==> config.mk <==
export PLATFORM = sky130hd
export DESIGN_NAME = csr_file_wr
export DESIGN_NICKNAME = d
export VERILOG_FILES = /design/src/rtl/csr_file_wr.sv
export SDC_FILE = /design/constraint.sdc
export NUM_CORES = 1
export LEC_CHECK = 0
export BUFFER_PORTS_ARGS = -buffer_cell sky130_fd_sc_hd__buf_2
export CAP_MARGIN = 5
export CORE_UTILIZATION = 45
export DETAILED_ROUTE_END_ITERATION = 12
export PLACE_DENSITY = 0.71
export RECOVER_POWER = 50
export SLEW_MARGIN = 20
export SYNTH_ARGS = -nofsm -noshare
export SYNTH_HDL_FRONTEND = slang
export SYNTH_SLANG_ARGS = --single-unit
==> constraint.sdc <==
create_clock -name clk -period 7.6 [get_ports clk]
set_clock_uncertainty 0.1 [all_clocks]
set_input_delay 0.76 -clock clk [delete_from_list [all_inputs] [get_ports clk]]
set_output_delay 0.76 -clock clk [all_outputs]
set_load 0.03 [all_outputs]
==> src/rtl/csr_file_wr.sv <==
// csr_file_wr: machine-mode CSR read-modify-write unit with trap-entry and mret state updates.
// Accept -> EXEC (read, compute, commit) -> RESP (response strobe), three cycles per operation.
module csr_file_wr #(
   parameter logic [31:0] HART_ID     = 32'h0,
   parameter logic [31:0] MTVEC_RESET = 32'h0000_0000,
   parameter logic [31:0] MISA_VALUE  = 32'h4000_0100
) (
   input  logic        clk,
   input  logic        rst,
   input  logic        req_valid,
   output logic        req_ready,
   input  logic [2:0]  funct3,
   input  logic [11:0] csr_addr,
   input  logic [31:0] rs1_data,
   input  logic [4:0]  rs1_uimm,
   output logic        resp_valid,
   output logic [31:0] rd_data,
   output logic        illegal,
   input  logic        trap_valid,
   input  logic [31:0] trap_pc,
   input  logic [31:0] trap_cause,
   input  logic [31:0] trap_tval,
   input  logic        mret_valid,
   output logic [31:0] mtvec_out,
   output logic [31:0] mepc_out,
   output logic        mstatus_mie,
   output logic [31:0] mie_out
);
   typedef enum logic [1:0] {IDLE, EXEC, RESP} state_t;
   state_t      state_q, state_d;
   logic [1:0]  op_q;
   logic [11:0] addr_q;
   logic [31:0] opnd_q;
   logic        wr_q;
   logic        ms_mie_q, ms_mpie_q;
   logic [31:0] mie_q, mtvec_q, mscratch_q, mepc_q, mcause_q, mtval_q, rd_q;
   logic        ill_q;
   logic [31:0] old, nv;
   logic        known, legal, we;
   always_comb begin
      old   = '0;
      known = 1'b1;
      case (addr_q)
         12'h300: old = {19'b0, 2'b11, 3'b0, ms_mpie_q, 3'b0, ms_mie_q, 3'b0};
         12'h301: old = MISA_VALUE;
         12'h304: old = mie_q;
         12'h305: old = mtvec_q;
         12'h340: old = mscratch_q;
         12'h341: old = mepc_q;
         12'h342: old = mcause_q;
         12'h343: old = mtval_q;
         12'hF14: old = HART_ID;
         12'h306, 12'h344, 12'hF11, 12'hF12, 12'hF13: old = '0;
         default: known = 1'b0;
      endcase
   end
   assign nv    = op_q[0] ? (op_q[1] ? old & ~opnd_q : opnd_q) : old | opnd_q;
   assign legal = known && op_q != 2'b00 && !(addr_q[11:4] == 8'hF1 && wr_q);
   // A trap in EXEC aborts the operation, so it never commits.
   assign we    = state_q == EXEC && legal && wr_q && !trap_valid;
   always_ff @(posedge clk or posedge rst)
      if (rst) state_q <= IDLE;
      else     state_q <= state_d;
   always_comb
      state_d = state_q == IDLE ? ((req_valid && req_ready) ? EXEC : IDLE)
              : (state_q == EXEC && !trap_valid) ? RESP : IDLE;
   always_comb begin
      req_ready  = state_q == IDLE && !trap_valid && !rst;
      resp_valid = state_q == RESP;
      illegal    = resp_valid && ill_q;
      rd_data    = rd_q;
   end
   always_ff @(posedge clk or posedge rst)
      if (rst) begin
         op_q   <= '0;
         addr_q <= '0;
         opnd_q <= '0;
         wr_q   <= 1'b0;
         rd_q   <= '0;
         ill_q  <= 1'b0;
      end else begin
         if (req_valid && req_ready) begin
            op_q   <= funct3[1:0];
            addr_q <= csr_addr;
            opnd_q <= funct3[2] ? {27'b0, rs1_uimm} : rs1_data;
            wr_q   <= funct3[1:0] == 2'b01 || rs1_uimm != 5'd0;
         end
         if (state_q == EXEC) begin
            rd_q  <= legal ? old : '0;
            ill_q <= !legal;
         end
      end
   always_ff @(posedge clk or posedge rst)
      if (rst) begin
         ms_mie_q   <= 1'b0;
         ms_mpie_q  <= 1'b0;
         mie_q      <= '0;
         mtvec_q    <= MTVEC_RESET & ~32'h3;
         mscratch_q <= '0;
         mepc_q     <= '0;
         mcause_q   <= '0;
         mtval_q    <= '0;
      end else begin
         if (trap_valid) begin
            mepc_q    <= trap_pc & ~32'h3;
            mcause_q  <= trap_cause;
            mtval_q   <= trap_tval;
            ms_mpie_q <= ms_mie_q;
            ms_mie_q  <= 1'b0;
         end else if (mret_valid) begin
            ms_mie_q  <= ms_mpie_q;
            ms_mpie_q <= 1'b1;
         end else if (we && addr_q == 12'h300) begin
            ms_mie_q  <= nv[3];
            ms_mpie_q <= nv[7];
         end
         if (we && addr_q == 12'h304) mie_q      <= nv & 32'h0000_0888;
         if (we && addr_q == 12'h305) mtvec_q    <= nv & ~32'h3;
         if (we && addr_q == 12'h340) mscratch_q <= nv;
         if (we && addr_q == 12'h341) mepc_q     <= nv & ~32'h3;
         if (we && addr_q == 12'h342) mcause_q   <= nv;
         if (we && addr_q == 12'h343) mtval_q    <= nv;
      end
   assign mtvec_out   = mtvec_q;
   assign mepc_out    = mepc_q;
   assign mstatus_mie = ms_mie_q;
   assign mie_out     = mie_q;
endmodule

==> run metrics, run 1 <==
status finished with violations; violated checks max-capacitance violations, max-slew violations; Hold Crit Depth 2; Mapped Cells 1106; core footprint 25300 um2; nature of the critical path startpoint primary input; placed wire-length estimate 22200 um; count of cell types in the netlist 50; Mapped Avg Cell Area 10.5 um2; Setup TNS 0 ps; largest stage delay on the critical path 2840 ps; setup violators final 0; Area Overhead vs Synth 18.2%; max frequency 213 MHz; largest net degree at the start of global routing 117; nets@finish 1459; Buf/Inv on CP 2; antenna violations before repair 2; Final Hold Fails 0; final std cells w/o fill 1655; Die Y 163 um; vias in the first global route 9676; RSZ-0062 raised after global routing false; setup ws final 2910 ps; critical path's slowest cell clkinvlp_2; # IOs 285; Cells after DPL 1605; min-delay src csr_addr[8]; Seq cells post-synth 243; power per cell area 243 nW/um2; worst skew pair latency 520 ps; routed len/inst 21.6 um; TritonCTS clock tree yes; DRC errors left 0; number of synthesized flops with an enable pin 0; Leak 0.00602 uW; r2r setup slk 3910 ps; crit-path cells clkbuf_1 > clkinvlp_2; Tcrit/Tclk final 61.7%; Min Clock Period, post-route 4690 ps; leading cell types in the layout, fill and taps excluded dfrtp_1 (239), buf_2 (185), nand2_1 (130), a22oi_1 (118), o21ai_1 (99); CP delay by family, top buffers and inverters; pre-CTS WS 3820 ps; port buffer count 249; Routed WL 35700 um; commonest non-fill, non-tap cell in the layout dfrtp_1; crit path max fanout 116; Die X 163 um; pin slew with the least headroom to its limit 5140 ps; worst flop-to-flop path startpoint addr_q[5]; layout cells sized above 1 22.8%; 1st-iter DRT viols 904; hold endpoint addr_q[8]; Yosys warnings 0; CTS buffer count 26; Slew Limit Fails 168; CTS Hold Bufs 0; Post-synth ARST share 100%; clock slew at reported path FFs 60 ps; VDD IR max 0.156 mV; initial core utilization 46.0%; total clock sinks 243; Critical Path RT 6640 ps; gr ovfl total 0; postcts setup bufs 0; global-route wire length before repair 54800 um; Root Buffer clkbuf_16; Crit. End Element asynchronous set/reset pin; kind of critical path primary input to asynchronous set/reset pin; antenna viol nets, final 0; total die area 26400 um2; cell area after synthesis 11600 um2; via count 9835; crit path DAT 3730 ps; total global-route track usage 27.0%; DRT Pass-1 Iters 5; R2R Path End mscratch_q[1]; Slew HR -244%; Via density 5.94; Rows 58; RD Place Congestion 0.852; Primary FF master, synth dfrtp_1; R2R depth 4; clk buf depth 3; MaxCap Viol Count 2; # H-tree levels 1; post-CTS resize count 0; worst min path class primary input to flip-flop; Seq/Total Area, Yosys 52.4%
## worst max-delay path by stage
stage / from / endpoint / slack (ps) / cells past startpoint
floorplan: rst / addr_q[0] / 70 / 1
detailed placement: trap_valid / mcause_q[27] / 3820 / 6
global route: rst / op_q[1] / 1900 / 2
CTS: addr_q[5] / mtvec_out[29] / 3840 / 7
finish: rst / op_q[1] / 2910 / 2
global placement: trap_valid / mcause_q[31] / 3910 / 7
## layer usage
layer | wire [um] | track usage, % | share of wire [%] | up-vias
li1 | - | - | - | 4389
met1 | 15000 | 36.6 | 42 | 4949
met3 | 2740 | 4.48 | 7.7 | 60
met2 | 17200 | 44.3 | 48 | 437
met5 | 0 | 0 | 0 | -
met4 | 796 | 8.41 | 2.2 | 0
## power breakdown
part | internal, uW | switching [uW]
clock | 723 | 508
combinational | 247 | 351
sequential | 1390 | 117
total | 2360 | 976
## worst reg2reg max path: stages, from the launching register on
cell and delay (ps):
dfrtp_1 400, nor4_1 580, and3_2 980, nand3_2 940
mux2_2 570
## synthesized netlist by cell type (all sizes together), types with 25 or more instances
master | instances | share of area (%)
o31ai | 32 | 2.1
a22o | 28 | 2.1
nand2 | 132 | 4.3
mux4 | 27 | 5.2
buf | 47 | 2.8
clkbuf | 75 | 2.4
o21ai | 192 | 8.3
xnor2 | 31 | 2.3
inv | 30 | 0.97
nand3b | 25 | 1.6
a22oi | 118 | 7.6
dfrtp | 243 | 52
## metrics by stage
step	hold slack (ps)	utilization (%)	total power [uW]	cell area, um2
2_1_floorplan	338	-	1940	11700
3_3_place_gp	351	51.1	2100	12900
3_5_place_dp	361	51.1	2120	12900
4_1_cts	349	54.4	3350	13700
5_1_grt	356	54.3	3470	13700
6_report	374	54.3	3330	13700
## logic make-up (layout without fill, tap and decap cells)
group | count (synthesis) | after routing | share of synthesized area, %
multiplexers | 54 | 54 | 7.74
XOR/XNOR | 31 | 31 | 2.34
AND/OR/NAND/NOR | 221 | 221 | 9.17
other | 1 | 35 | 0.0323
flip-flops | 243 | 243 | 52.4
buffers and inverters | 154 | 339 | 6.29
AO/OA/AOI/OAI | 402 | 402 | 22.0
## cell type report
cell class / count / area (um2)
Multi-Input combinational cell: 741 / 4970
Inverter: 32 / 121
Tap cell: 330 / 413
Antenna cell: 2 / 5.00
Fill cell: 2293 / 11500
Sequential cell: 243 / 6090
Clock inverter: 4 / 20.0
Clock buffer: 41 / 808
Timing Repair Buffer: 262 / 1300
## sequential cells by signal, indices dropped and copies added, names as in the netlist, 2 cells and up
name	count
mcause_q	32
mscratch_q	32
mtval_q	32
opnd_q	32
rd_data	32
mepc_out	30
mtvec_out	30
addr_q	12
mie_out	3
op_q	2
state_q	2
Power figures use the tool's default switching activity.
==> run 2, diff against run 1 <==
==> constraint.sdc (replaced) <==
create_clock -name clk -period 3.98 [get_ports clk]
set_clock_uncertainty 0.1 [all_clocks]
set_input_delay 0.398 -clock clk [delete_from_list [all_inputs] [get_ports clk]]
set_output_delay 0.398 -clock clk [all_outputs]
set_load 0.03 [all_outputs]
==> run 2 against run 1 <==
The flow still finishes with violations (max-capacitance violations, max-slew violations). Non-clock buffer count is 22 higher. First-iteration DRC count is 21% higher. Worst hold slack worse by 370 ps. Core utilization is 1.2 points higher. Register-to-register slack worse by 3000 ps. Flip-flop and latch count stayed put. Die area stayed put. Clock power is 110% higher. Sequential share of layout area is 1.0 points lower. Worst setup slack worse by 2000 ps. Via count is 0.96% higher. Total power is 99% higher. Highest routed layer unchanged.
==> run metrics, run 2 (same netlist as run 1, synthesis figures left out) <==
status finished with violations; violated checks max-capacitance violations, max-slew violations; Slew Limit Fails 137 (-18%); Filler Cells Inserted 2273 (-0.87%); initial core utilization 46.0% (unchanged); kind of critical path flip-flop to flip-flop; # IOs 285 (unchanged); RSZ-0062 raised after global routing false; Root Buffer clkbuf_16; core footprint 25300 um2 (unchanged); DRT Pass-1 Iters 5 (unchanged); setup violators final 0 (unchanged); pin slew with the least headroom to its limit 1870 ps (-3270 ps); clock slew at reported path FFs 60 ps (about the same); R2R Path End mepc_out[30]; Cells after DPL 1622 (+1.1%); total global-route track usage 27.7% (+0.72 points); r2r setup slk 900 ps (-3010 ps); Leak 0.00623 uW (+3.4%); crit path max fanout 30 (-74%); MaxCap Viol Count 1 (-1); port buffer count 249 (unchanged); TritonCTS clock tree yes; R2R depth 5 (+1); end-of-flow core utilization 55.6% (+1.2 points); Die X 163 um (unchanged); 1st-iter DRT viols 1096 (+21%); global-route wire length before repair 55700 um (+1.7%); via count 9929 (+0.96%); Setup TNS 0 ps (unchanged); postcts setup bufs 0 (unchanged); min-delay src csr_addr[11]; gr ovfl total 0 (unchanged); Routed WL 36400 um (+2.0%); Rows 58 (unchanged); Crit. End Element flip-flop; setup ws final 903 ps (-2010 ps); power per cell area 473 nW/um2 (+95%); leading cell types in the layout, fill and taps excluded dfrtp_1 (239), buf_2 (198), nand2_1 (130), a22oi_1 (118), o21ai_1 (99); VDD IR max 0.343 mV (+120%); nature of the critical path startpoint flip-flop; Critical Path RT 4300 ps (-2340 ps); total clock sinks 243 (unchanged); largest net degree at the start of global routing 137 (+17%); clk buf depth 3 (unchanged); hold endpoint addr_q[11]; Area Overhead vs Synth 20.9%; worst min path class primary input to flip-flop; vias in the first global route 9673 (-0.031%); Via density 5.91 (-0.49%); DRC errors left 0 (unchanged); antenna viol nets, final 0 (unchanged); crit path DAT 3400 ps (-330 ps); routed len/inst 21.7 um (+0.54%); # H-tree levels 1 (unchanged); Slew HR -24.4% (+220 points); commonest non-fill, non-tap cell in the layout dfrtp_1; layout cells sized above 1 25.0% (+2.2 points); total die area 26400 um2 (unchanged); Tcrit/Tclk final 77.3%; placed wire-length estimate 23400 um (+5.4%); pre-CTS WS 908 ps (-2920 ps); CTS buffer count 26 (unchanged); worst skew pair latency 530 ps (about the same); Die Y 163 um (unchanged); RD Place Congestion 0.825 (-3.2%); antenna violations before repair 2 (unchanged); Hold Crit Depth 2 (unchanged); max frequency 325 MHz; nets@finish 1481 (+1.5%); Final Hold Fails 0 (unchanged); Min Clock Period, post-route 3080 ps; worst flop-to-flop path startpoint addr_q[4]; final std cells w/o fill 1679 (+1.5%)
-- run 2: area by class of cell --
type                       count  area, um2  area share (%)
inverter                      32        121           0.865
antenna                        2       5.00          0.0357
clock inverter                 9        126           0.900
multi-input combinational    741       4970            35.4
clock buffer                  38        807            5.75
tap                          330        413            2.94
sequential                   243       6090            43.4
timing repair buffer         284       1510            10.7
-- run 2: worst max-delay path, cell delays in order, from the launching register on --
cell	delay [ps]
dfrtp_1	400
nor4_1	690
nand3_1	270
nor2_1	480
nand2_2	640
o21ai_0	380
-- run 2: how the worst max path moves through the flow --
| stage | from | to | slack, ps | cells after the start |
|---|---|---|---|---|
| finish | addr_q[4] | mepc_out[30] | 900 | 5 |
| detailed placement | addr_q[4] | mcause_q[31] | 910 | 7 |
| global route | addr_q[4] | mepc_out[28] | 590 | 5 |
| floorplan | rst | addr_q[0] | 290 | 1 |
| global placement | addr_q[5] | mcause_q[31] | 950 | 7 |
| CTS | addr_q[4] | mcause_q[31] | 910 | 7 |
-- run 2: power breakdown --
group	internal (uW)	total [uW]	leakage, uW	switching (uW)
registers	2650	2840	0.00315	190
logic	485	1200	0.00262	716
clock network	1600	2600	0.000463	1000
total	4730	6640	0.00623	1910
-- run 2: timing repair --
item,CTS,global route
resized for setup,0,0
endpoints found under the hold margin,11,0
hold buffers,8,0
-- run 2: metal layers --
metal | share of wire [%] | wire [um] | global-route usage, %
met5 | 0 | 0 | 0
met4 | 2.7 | 969 | 8.58
met3 | 8.1 | 2970 | 3.74
met2 | 46 | 16900 | 43.5
met1 | 43 | 15600 | 39.9
-- run 2: through the flow --
stage                     area [um2]  power (uW)  hold slack (ps)
after global placement         13100        4040              239
after CTS                      14100        6680             1.41
final                          14000        6640             8.74
after floorplan                11700        3700              338
after global routing           14000        6900             8.37
after detailed placement       13100        4070              242
==> run 3, diff against run 2 <==
--- a/config.mk
+++ b/config.mk
@@ -5,11 +5,12 @@
 export SDC_FILE = /design/constraint.sdc
 export NUM_CORES = 1
 export LEC_CHECK = 0
+export ABC_AREA = 1
 export BUFFER_PORTS_ARGS = -buffer_cell sky130_fd_sc_hd__buf_2
 export CAP_MARGIN = 5
 export CORE_UTILIZATION = 45
 export DETAILED_ROUTE_END_ITERATION = 12
-export PLACE_DENSITY = 0.71
+export PLACE_DENSITY = 0.67
 export RECOVER_POWER = 50
 export SLEW_MARGIN = 20
 export SYNTH_ARGS = -nofsm -noshare
==> constraint.sdc (replaced) <==
create_clock -name clk -period 2.95 [get_ports clk]
set_clock_uncertainty 0.1 [all_clocks]
set_input_delay 0.295 -clock clk [delete_from_list [all_inputs] [get_ports clk]]
set_output_delay 0.295 -clock clk [all_outputs]
set_load 0.03 [all_outputs]
==> run 3 against run 2 <==
The flow still finishes with violations (max-capacitance violations, max-slew violations). Die area grew 11%. Via count grew 36%. Total power grew 29%. Register-to-register slack lost 430 ps. Critical endpoint is now mie_out[11]. Largest cell class unchanged.
==> run metrics, run 3 <==
status finished with violations; violated checks max-capacitance violations, max-slew violations; Crit. End Element flip-flop; port buffer count 249 (unchanged); layout cells sized above 1 12.6% (-12 points); Leak 0.00860 uW (+38%); Min Clock Period, post-route 2480 ps (-601 ps); power per cell area 513 nW/um2 (+8.4%); largest net degree at the start of global routing 178 (+30%); # H-tree levels 1 (unchanged); max frequency 404 MHz (+24%); total clock sinks 243 (unchanged); Multi-input gate area 5990 um2 (+21%); nature of the critical path startpoint flip-flop; Mapped Cells 1789 (+62%); Slew Limit Fails 178 (+30%); Slew HR -16.3% (+8.2 points); clk buf depth 3 (unchanged); Routed WL 46500 um (+27%); critical path's slowest cell dfrtp_1; Comb pwr share 15.6% (-2.5 points); Mapped Avg Cell Area 7.23 um2 (-31%); Seq/Total Area, Yosys 47.0% (-5.4 points); leading cell types in the layout, fill and taps excluded nand2_1 (771), dfrtp_1 (243), nand3_1 (210), buf_2 (150), o21ai_0 (149); synth cell count leaders nand2_1 (772), dfrtp_1 (243), nand3_1 (210), o21ai_0 (161), nor2_1 (64); crit path DAT 2800 ps (-600 ps); antenna viol nets, final 0 (unchanged); VDD IR max 0.409 mV (+19%); commonest non-fill, non-tap cell in the layout nand2_1; Die Y 172 um (+5.5%); DRT Pass-1 Iters 5 (unchanged); Via density 5.32 (-10%); routed len/inst 18.2 um (-16%); post-CTS resize count 0 (unchanged); via count 13500 (+36%); most common cell in the netlist nand2_1; MaxCap Viol Count 2 (+1); Tcrit/Tclk final 83.9% (+6.6 points); cell area after synthesis 12900 um2 (+12%); end-of-flow core utilization 59.6% (+4.0 points); placed wire-length estimate 30800 um (+32%); 1st-iter DRT viols 1411 (+29%); CTS buffer count 26 (unchanged); RSZ-0062 raised after global routing false; storage element area 6080 um2 (-0.12%); Rows 61 (+5.2%); Setup TNS 0 ps (unchanged); # IOs 285 (unchanged); Int Power 6040 uW (+28%); worst min path class primary input to flip-flop; total global-route track usage 31.6% (+4.0 points); DRC errors left 0 (unchanged); gr ovfl total 0 (unchanged); Yosys warnings 0 (unchanged); top cell type's share of synthesized area 47.0% (-5.4 points); number of synthesized flops with an enable pin 0 (unchanged); TritonCTS clock tree yes; kind of critical path flip-flop to flip-flop; initial core utilization 46.2% (+0.24 points); synth top area cells dfrtp_1 (47%), nand2_1 (22%), nand3_1 (8.1%), o21ai_0 (6.2%), buf_4 (2.8%); cell taking the most area after synthesis dfrtp_1; crit path max fanout 37 (+23%); total die area 29400 um2 (+11%); Die X 172 um (+5.5%); worst skew pair latency 550 ps (+20 ps); Tot Pwr 8570 uW (+29%); Primary FF master, synth dfrtp_1; Seq cells post-synth 243 (unchanged); Post-synth ARST share 100% (unchanged); core footprint 28000 um2 (+11%); sequential power share 44.4% (+1.6 points); sw frac 29.5% (+0.68 points); dpl cell area 14400 um2 (+10%); Area Overhead vs Synth 29.0%; Final Hold Fails 0 (unchanged); pin slew with the least headroom to its limit 1740 ps (-122 ps); hold_ws 25.5 ps (+16.8 ps); final instance area 16700 um2 (+19%); clock network fraction of total power 40.0% (+0.9 points); setup violators final 0 (unchanged); Critical Path RT 3280 ps (-1020 ps); Filler Cells Inserted 2659 (+17%); vias in the first global route 12800 (+32%); largest stage delay on the critical path 380 ps (-310 ps); Root Buffer clkbuf_16; antenna violations before repair 0 (-2); global-route wire length before repair 70900 um (+27%); clock slew at reported path FFs 60 ps (about the same); crit-path cells inv_2 > nand2_1 > nor2_2 > nand2_1 > o21ai_2 > inv_2 > a21oi_2 > nand2_4 > buf_4 > nor2_4 > o21ai_0; Net Switching 2520 uW (+32%); nets@finish 2301 (+55%); count of cell types in the netlist 31 (-38%); RD Place Congestion 0.913 (+11%)
## run 3: changes by cell type in the layout (fill, tap and decap cells not counted), sizes merged, moves of 24 or more
| cell | delta |
|---|---|
| a22o | -28 |
| a22oi | -118 |
| buf | -30 |
| clkbuf | +49 |
| dlygate4sd3 | +138 |
| inv | +24 |
| mux4 | -27 |
| nand2 | +643 |
| nand3 | +200 |
| nand3b | -25 |
| nor2 | +65 |
| o31ai | -29 |
| xnor2 | -31 |
## run 3: worst max-delay path: cells and delay by family (launching register included)
kind	cells	cell delay, ps
simple gates	5	950
compound gates	3	440
buf+inv	3	450
flops	1	380
## run 3: repair_timing
item | 4_1_cts | 5_1_grt
endpoints found under the setup margin | 0 | 0
endpoints found under the hold margin | 149 | 0
hold buffers | 146 | 0
buffers inserted | 0 | 0
## run 3: power by group through the flow
stage	Sequential (uW)	Combinational [uW]	Clock, uW
2_1_floorplan	3820	748	0
3_3_place_gp	3840	1150	0
3_5_place_dp	3850	1170	0
4_1_cts	3790	1330	3460
5_1_grt	3820	1480	3610
6_report	3800	1340	3430
## run 3: path summary, 6_finish.rpt
| kind | start | end | slack [ps] | cells past startpoint |
|---|---|---|---|---|
| worst max-delay path | addr_q[10] | mie_out[11] | 470 | 11 |
| worst min register to register | addr_q[9] | addr_q[9] | 370 | 2 |
| min in group asynchronous | rst | mtval_q[1] | 130 | 3 |
| worst min-delay path | rs1_uimm[4] | opnd_q[4] | 30 | 5 |
| max in group asynchronous | rst | opnd_q[22] | 650 | 4 |
| worst max register to register | addr_q[10] | mie_out[11] | 470 | 11 |
## run 3: per-stage QoR
step	worst slack (ps)	cells
after floorplan	-2090	1821
after global placement	518	2351
after detailed placement	494	2351
after CTS	501	2545
after global routing	224	2546
final	474	2547
## run 3: logic make-up after synthesis
family / Yosys count / synth area share, %
other: 1 / 0.0290
AO/OA/AOI/OAI: 255 / 10.2
buffers and inverters: 198 / 7.75
AND/OR/NAND/NOR: 1092 / 35.1
flip-flops: 243 / 47.0
## run 3: routing by layer
metal	vias up	global-route usage, %	wire length [um]
met1	6298	45.3	20000
met2	685	48.2	20300
met4	0	9.47	1440
met3	97	6.26	4740
met5	-	0	0
li1	6466	-	-
## run 3: area by class of cell
cell class | instances | area share (%)
Antenna cell | 1 | 0.0150
Clock buffer | 40 | 4.75
Clock inverter | 8 | 0.607
Inverter | 58 | 1.36
Multi-Input combinational cell | 1380 | 35.9
Sequential cell | 243 | 36.4
Tap cell | 378 | 2.83
Timing Repair Buffer | 439 | 18.1
